### config.mk
export PLATFORM = sky130hd
export DESIGN_NAME = fmadd_mantissa_adder_pipe
export DESIGN_NICKNAME = d
export VERILOG_FILES = /design/src/rtl/fmadd_mantissa_adder_pipe.sv
export SDC_FILE = /design/constraint.sdc
export NUM_CORES = 1
export LEC_CHECK = 0
export CAP_MARGIN = 20
export CORE_UTILIZATION = 25
export DETAILED_ROUTE_END_ITERATION = 8
export DONT_BUFFER_PORTS = 1
export HOLD_SLACK_MARGIN = 0.12
export SLEW_MARGIN = 10
export SYNTH_ARGS = -nofsm -noshare
export SYNTH_HDL_FRONTEND = slang
export SYNTH_SLANG_ARGS = --single-unit
export TNS_END_PERCENT = 10
### constraint.sdc
create_clock -name clk -period 6.65 [get_ports clk]
set_clock_uncertainty 0.1 [all_clocks]
set_input_delay 1.995 -clock clk [delete_from_list [all_inputs] [get_ports clk]]
set_output_delay 1.995 -clock clk [all_outputs]
set_load 0.1 [all_outputs]
### src/rtl/fmadd_mantissa_adder_pipe.sv
// Two-stage valid/ready mantissa add/subtract for the FMADD datapath.
// S1 orders and conditions the operands; S2 adds and fixes up a mispredicted operand order.
module fmadd_mantissa_adder_pipe #(
  parameter  int MAN   = 22,
  parameter  int TAG_W = 4,
  localparam int W     = 2*MAN+4
) (
  input  logic             clk,
  input  logic             rst_l,
  input  logic             flush,
  input  logic             in_valid,
  output logic             in_ready,
  input  logic [W-1:0]     in_mant_a,
  input  logic [W-1:0]     in_mant_b,
  input  logic             in_eff_sub,
  input  logic             in_a_gt_b,
  input  logic             in_sticky,
  input  logic [TAG_W-1:0] in_tag,
  output logic             out_valid,
  input  logic             out_ready,
  output logic [W-1:0]     out_mant,
  output logic             out_carry,
  output logic             out_flip,
  output logic             out_zero,
  output logic             out_sticky,
  output logic [TAG_W-1:0] out_tag
);

  logic             v1, v2;
  logic [W-1:0]     s1_large, s1_inv;
  logic             s1_cin, s1_sub, s1_sticky;
  logic [TAG_W-1:0] s1_tag;

  logic             s2_adv, s1_move, in_fire;
  logic [W-1:0]     large_sel, small_sel;
  logic [W:0]       sum;
  logic [W-1:0]     res_mant;
  logic             res_carry, res_flip;

  assign s2_adv    = ~v2 | out_ready;
  assign in_ready  = ~v1 | s2_adv;
  assign in_fire   = in_valid & in_ready;
  assign s1_move   = v1 & s2_adv;
  assign out_valid = v2;

  assign large_sel = in_a_gt_b ? in_mant_a : in_mant_b;
  assign small_sel = in_a_gt_b ? in_mant_b : in_mant_a;

  // Whenever in_ready is high S1 is either empty or draining, so it simply takes in_valid.
  always_ff @(posedge clk or negedge rst_l) begin
    if (!rst_l) begin
      v1 <= 1'b0;
    end else if (flush) begin
      v1 <= 1'b0;
    end else if (in_ready) begin
      v1 <= in_valid;
    end
  end

  always_ff @(posedge clk or negedge rst_l) begin
    if (!rst_l) begin
      s1_large  <= '0;
      s1_inv    <= '0;
      s1_cin    <= 1'b0;
      s1_sub    <= 1'b0;
      s1_sticky <= 1'b0;
      s1_tag    <= '0;
    end else if (in_fire && !flush) begin
      s1_large  <= large_sel;
      s1_inv    <= in_eff_sub ? ~small_sel : small_sel;
      s1_cin    <= in_eff_sub & ~in_sticky;
      s1_sub    <= in_eff_sub;
      s1_sticky <= in_sticky;
      s1_tag    <= in_tag;
    end
  end

  // No carry out of a subtraction means large < small: negate the result back to a magnitude.
  always_comb begin
    sum       = {1'b0, s1_large} + {1'b0, s1_inv} + {{W{1'b0}}, s1_cin};
    res_mant  = sum[W-1:0];
    res_carry = 1'b0;
    res_flip  = 1'b0;
    if (!s1_sub) begin
      res_carry = sum[W];
    end else if (!sum[W]) begin
      res_mant = ~sum[W-1:0] + {{(W-1){1'b0}}, s1_cin};
      res_flip = 1'b1;
    end
  end

  always_ff @(posedge clk or negedge rst_l) begin
    if (!rst_l) begin
      v2 <= 1'b0;
    end else if (flush) begin
      v2 <= 1'b0;
    end else if (s2_adv) begin
      v2 <= v1;
    end
  end

  always_ff @(posedge clk or negedge rst_l) begin
    if (!rst_l) begin
      out_mant   <= '0;
      out_carry  <= 1'b0;
      out_flip   <= 1'b0;
      out_zero   <= 1'b0;
      out_sticky <= 1'b0;
      out_tag    <= '0;
    end else if (s1_move && !flush) begin
      out_mant   <= res_mant;
      out_carry  <= res_carry;
      out_flip   <= res_flip;
      out_zero   <= (res_mant == '0);
      out_sticky <= s1_sticky;
      out_tag    <= s1_tag;
    end
  end

endmodule

==> results_dict.tcl, run 1 <==
set metrics [dict create \
    pwr_density_cell_mw_per_mm2 417 \
    use_met2 0.210 \
    grt_antenna_before_repair 1 \
    grt-busiest-layer "met1" \
    wirelength_mm 36.2 \
    crit_fanout 10 \
    place.gp.congestion 0.846 \
    post-place-cells 2059 \
    drc 0 \
    firstDrtPassIters 5 \
    start_util 0.253 \
    cts_tree "yes" \
    wl_per_cell_um 17.3 \
    num_antenna_cells 0 \
    holdBufCountCts 0 \
    grt_usage 0.147 \
    grt_max_degree 162 \
    report.final.slew_viol_count 0 \
    status "complete, no violations" \
    synth-edff-count 0 \
    hold_ws_ps 365 \
    worst_pin_slew_ps 1010 \
    antenna_left 0 \
    p_leak_nw 5.78 \
    ys_seq_area_frac 0.326 \
    tns_ps 0 \
    cts_buffers 17 \
    clkSinkCount 161 \
    ys.flop_type "dfrtp_1" \
    async_reset_ff_frac 1.00 \
    routed_via_density 4.85 \
    worstSetupStartpointType "flip-flop" \
    fmax_mhz 178 \
    clk_pin_slew_ps 70 \
    place_area_mm2 0.0129 \
    cts_resized 0 \
    whs_path_depth 2 \
    criticalPathCategory "flip-flop to flip-flop" \
    endpoint_kind "flip-flop" \
    hold_path.class "flip-flop to flip-flop" \
    grt-ovfl-total 0 \
    ys_warn_count 0 \
    rsz0062_at_grt "false" \
    dp_hpwl_mm 28.3 \
    period_needed_ps 5610 \
    drt_iter0_markers 609 \
    via_count 10100 \
    dpl_worst_slack_ps 1120 \
    relSlewSlack 0.326 \
    worst_slack_ps 1040 \
    area_growth_pct 9.02 \
    drive_gt1_frac 0.0623 \
    vdd_drop_max_uv 228 \
    final_common_cell "nand2_1" \
    die_h_um 224 \
    grtUsageMet3 0.0302 \
    synth_seq_cells 161 \
    arrival_ps 5890 \
    synth.top_cell.area_share 0.326 \
    root_buffer "clkbuf_16" \
    synth_area_leader_cell "dfrtp_1" \
    clk_latency_ps 480 \
    stdcell_count 2092 \
    core_mm2 0.0488 \
    first_global_vias 9765 \
    synth.distinct_cells 93 \
    max_cap_viol_count 0 \
    nets 1575 \
    grt.met1_usage 0.216 \
    required_ps 6930 \
    fp.dieW_um 224 \
    htreeDepth 4 \
    syn_area_mm2 0.0124 \
    avgSynthCellArea_um2 8.40 \
    cts_buffer_depth 2 \
    setup_viol 0 \
    grt_first_pass_wirelength_mm 56.5 \
    design_area_mm2 0.0135 \
    finalHoldViolCount 0 \
    die_area_mm2 0.0504 \
    ys_top_cells_by_area "dfrtp_1 (33%), mux2i_1 (8.3%), nand2_1 (8.1%)" \
    post_cts_buffers 0 \
    syn_nets 1634 \
    ff2ff_path_depth 14 \
    synth_cells 1474 \
    rows 81 \
    post-route-period-util 0.844 \
    final_cell_mix "nand2_1 (268), o21ai_0 (186), dfrtp_1 (161), mux2i_1 (103), nor2_1 (87)" \
    ios 166 \
    portBuffers 0 \
]
-- sequential cells by signal, indices dropped and copies added, names as in the netlist --
name        cells
out_mant       48
s1_inv         48
s1_large       48
out_tag         4
s1_tag          4
out_carry       1
out_flip        1
out_sticky      1
out_valid       1
out_zero        1
s1_cin          1
s1_sticky       1
s1_sub          1
v1              1
-- area by class of cell --
cell class	instances	area, um2
multi-input combinational	1212	7900
fill	5290	35400
clock inverter	15	139
timing repair buffer	10	120
clock buffer	17	425
sequential	161	4030
tap	664	831
inverter	13	48.8
-- final timing paths --
kind                             start            to  slack, ps
max in group asynchronous        rst_l     s1_inv[3]       5110
max reg2reg                s1_large[0]      out_zero       1040
min reg2reg                  s1_sticky    out_sticky        360
min                          s1_sticky    out_sticky        360
max                        s1_large[0]      out_zero       1040
min in group asynchronous        rst_l  s1_large[36]       1120
-- cell families after synthesis --
group / Yosys count / synth area share
compound gates: 407 / 0.204
xor+xnor: 127 / 0.0899
fa+ha+maj: 52 / 0.0538
buf+inv: 101 / 0.0368
flops: 161 / 0.326
mux: 115 / 0.0942
simple gates: 511 / 0.195
-- per-stage QoR --
stage                     total power, mW   util
after floorplan                      4.08      -
after global placement               4.64  0.264
after detailed placement             4.68  0.264
after CTS                            5.69  0.276
after global routing                 6.00  0.276
final                                5.62  0.276
-- routing by layer --
metal  vias up  routed length (um)  share of wire
li1       5164                   -              -
met1      4723               18800           0.52
met2       224               15200           0.42
met3        25                1630          0.045
met4         0                 591          0.016
met5         -                   0              0
-- synthesized netlist by cell type (all sizes together), types with 19 or more instances --
cell	number
clkbuf	57
mux2i	103
nor3	19
a21oi	70
xnor2	50
nand2	268
a21o	22
o21ai	195
nor2	87
ha	50
dfrtp	161
buf	31
xor2	77
-- where the power goes --
group          leakage [nW]  internal, mW  switching (mW)
Combinational          3.51         0.773            1.32
Clock                 0.279         0.495           0.482
Sequential             2.00          1.20            1.35
-- worst max-delay path: stages, from the launching register on --
cell       delay (ps)
dfrtp_1           420
fa_1              470
a211oi_2          340
o31ai_4           150
a41o_1            310
a21oi_1           360
mux2_2            420
a2111oi_2         630
and4_1            580
nand4_4           170
or3b_1            490
or4b_1            500
a21oi_1           160
o221ai_1          160
o31ai_1           270
(Power assumes the default switching activity.)
==> run 2, diff against run 1 <==
clock period = 5.43 ns   (was 6.65 ns; I/O delays follow)
==> results_dict.tcl, run 2 (synthesized netlist as in run 1, its figures left out) <==
set metrics [dict create \
    hold_ws_ps 367 \
    period_needed_ps 5150 \
    crit_fanout 7 \
    criticalPathCategory "flip-flop to flip-flop" \
    final_cell_mix "nand2_1 (268), o21ai_0 (186), dfrtp_1 (161), mux2i_1 (103), nor2_1 (87)" \
    required_ps 5710 \
    drt_iter0_markers 596 \
    htreeDepth 4 \
    ios 166 \
    final_core_util 0.280 \
    pwr_density_cell_mw_per_mm2 505 \
    slowest_delay_ps 530 \
    routed_via_density 4.87 \
    core_mm2 0.0488 \
    report.final.slew_viol_count 0 \
    crit_chain "fa_1, inv_1, fa_1, xor2_1, nand2_1, or4_1, or4_1, nor4_2, and4_4, and3_1, a31oi_1, or3_1, a2111oi_2, buf_4, nand4_1, o31ai_1" \
    p_leak_nw 5.87 \
    max_cap_viol_count 0 \
    rows 81 \
    drive_gt1_frac 0.0820 \
    die_h_um 224 \
    grt_usage 0.148 \
    worstSetupStartpointType "flip-flop" \
    clk_pin_slew_ps 70 \
    design_area_mm2 0.0137 \
    endpoint_kind "flip-flop" \
    cts_buffer_depth 2 \
    relSlewSlack 0.326 \
    status "complete, no violations" \
    top_regs "out_mant x48, s1_inv x48, s1_large x48" \
    stdcell_count 2116 \
    fp.dieW_um 224 \
    grt_antenna_before_repair 0 \
    fin_total_pwr_mw 6.91 \
    vdd_drop_max_uv 242 \
    place.gp.congestion 0.833 \
    post-place-cells 2083 \
    firstDrtPassIters 5 \
    die_area_mm2 0.0504 \
    multi_input_area_mm2 0.00795 \
    regArea_mm2 0.00403 \
    first_global_vias 10000 \
    area_growth_pct 10.5 \
    holdBufCountCts 0 \
    clkSinkCount 161 \
    fill_cells 5250 \
    antenna_left 0 \
    post-route-period-util 0.948 \
    arrival_ps 5430 \
    cts_tree "yes" \
    grt_max_degree 162 \
    fmax_mhz 194 \
    clk_latency_ps 470 \
    setup_viol 0 \
    finalHoldViolCount 0 \
    place_area_mm2 0.0131 \
    wirelength_mm 36.3 \
    hold_path.class "flip-flop to flip-flop" \
    dp_hpwl_mm 28.7 \
    root_buffer "clkbuf_16" \
    nets 1599 \
    tns_ps 0 \
    wl_per_cell_um 17.1 \
    portBuffers 0 \
    num_antenna_cells 0 \
    cts_buffers 17 \
    grt_first_pass_wirelength_mm 57.0 \
    grt-ovfl-total 0 \
    dpl_worst_slack_ps 47.3 \
    worst_slack_ps 281 \
    via_count 10300 \
    final_common_cell "nand2_1" \
    start_util 0.253 \
    cpMaxStageDelayCell "or4_1" \
    drc 0 \
    worst_pin_slew_ps 1010 \
]
[run 2: cell types whose count changed in the layout (fill, tap and decap cells not counted), moves of 2 or more]
cell / previous run / this run
inv_8: 5 / 0
clkinvlp_4: 1 / 6
buf_4: 7 / 32
and4_1: 7 / 5
[run 2: worst paths after layout]
path / from / endpoint / slack [ps] / cells after the start
max: s1_large[0] / out_zero / 280 / 16
min: s1_tag[0] / out_tag[0] / 370 / 2
min reg2reg: s1_tag[0] / out_tag[0] / 370 / 2
max in group asynchronous: rst_l / s1_large[5] / 4260 / 0
max reg2reg: s1_large[0] / out_zero / 280 / 16
min in group asynchronous: rst_l / s1_large[36] / 760 / 0
[run 2: layout make-up]
class                           instances  area share
Multi-Input combinational cell       1212       0.581
Tap cell                              664      0.0607
Clock inverter                         13     0.00750
Sequential cell                       161       0.294
Timing Repair Buffer                   34      0.0205
Clock buffer                           19      0.0324
Inverter                               13     0.00357
[run 2: timing repair]
item,in CTS,in global routing
resized for setup,0,11
setup endpoints to repair,0,1
hold endpoints to repair,0,0
buffers inserted,0,1
[run 2: where the power goes]
part | leakage [nW] | total [mW] | internal, mW | switching (mW)
clock network | 0.249 | 1.14 | 0.600 | 0.537
logic | 3.63 | 2.65 | 0.994 | 1.66
registers | 2.00 | 3.12 | 1.47 | 1.65
[run 2: routing by layer]
layer,vias up,GRT usage,share of wire
li1,5206,-,-
met1,4828,0.211,0.51
met2,241,0.217,0.42
met3,38,0.0314,0.047
met4,0,0.0533,0.021
met5,-,0,0
[run 2: critical path: cells and delay by family, from the launching register on]
family                     cells  cell delay [ps]
buffers and inverters          2              270
and+or+nand+nor                8             2490
DFF                            1              420
AOI/OAI and AO/OA              3              760
adders and majority gates      2              690
xor gates and xnor gates       1              330
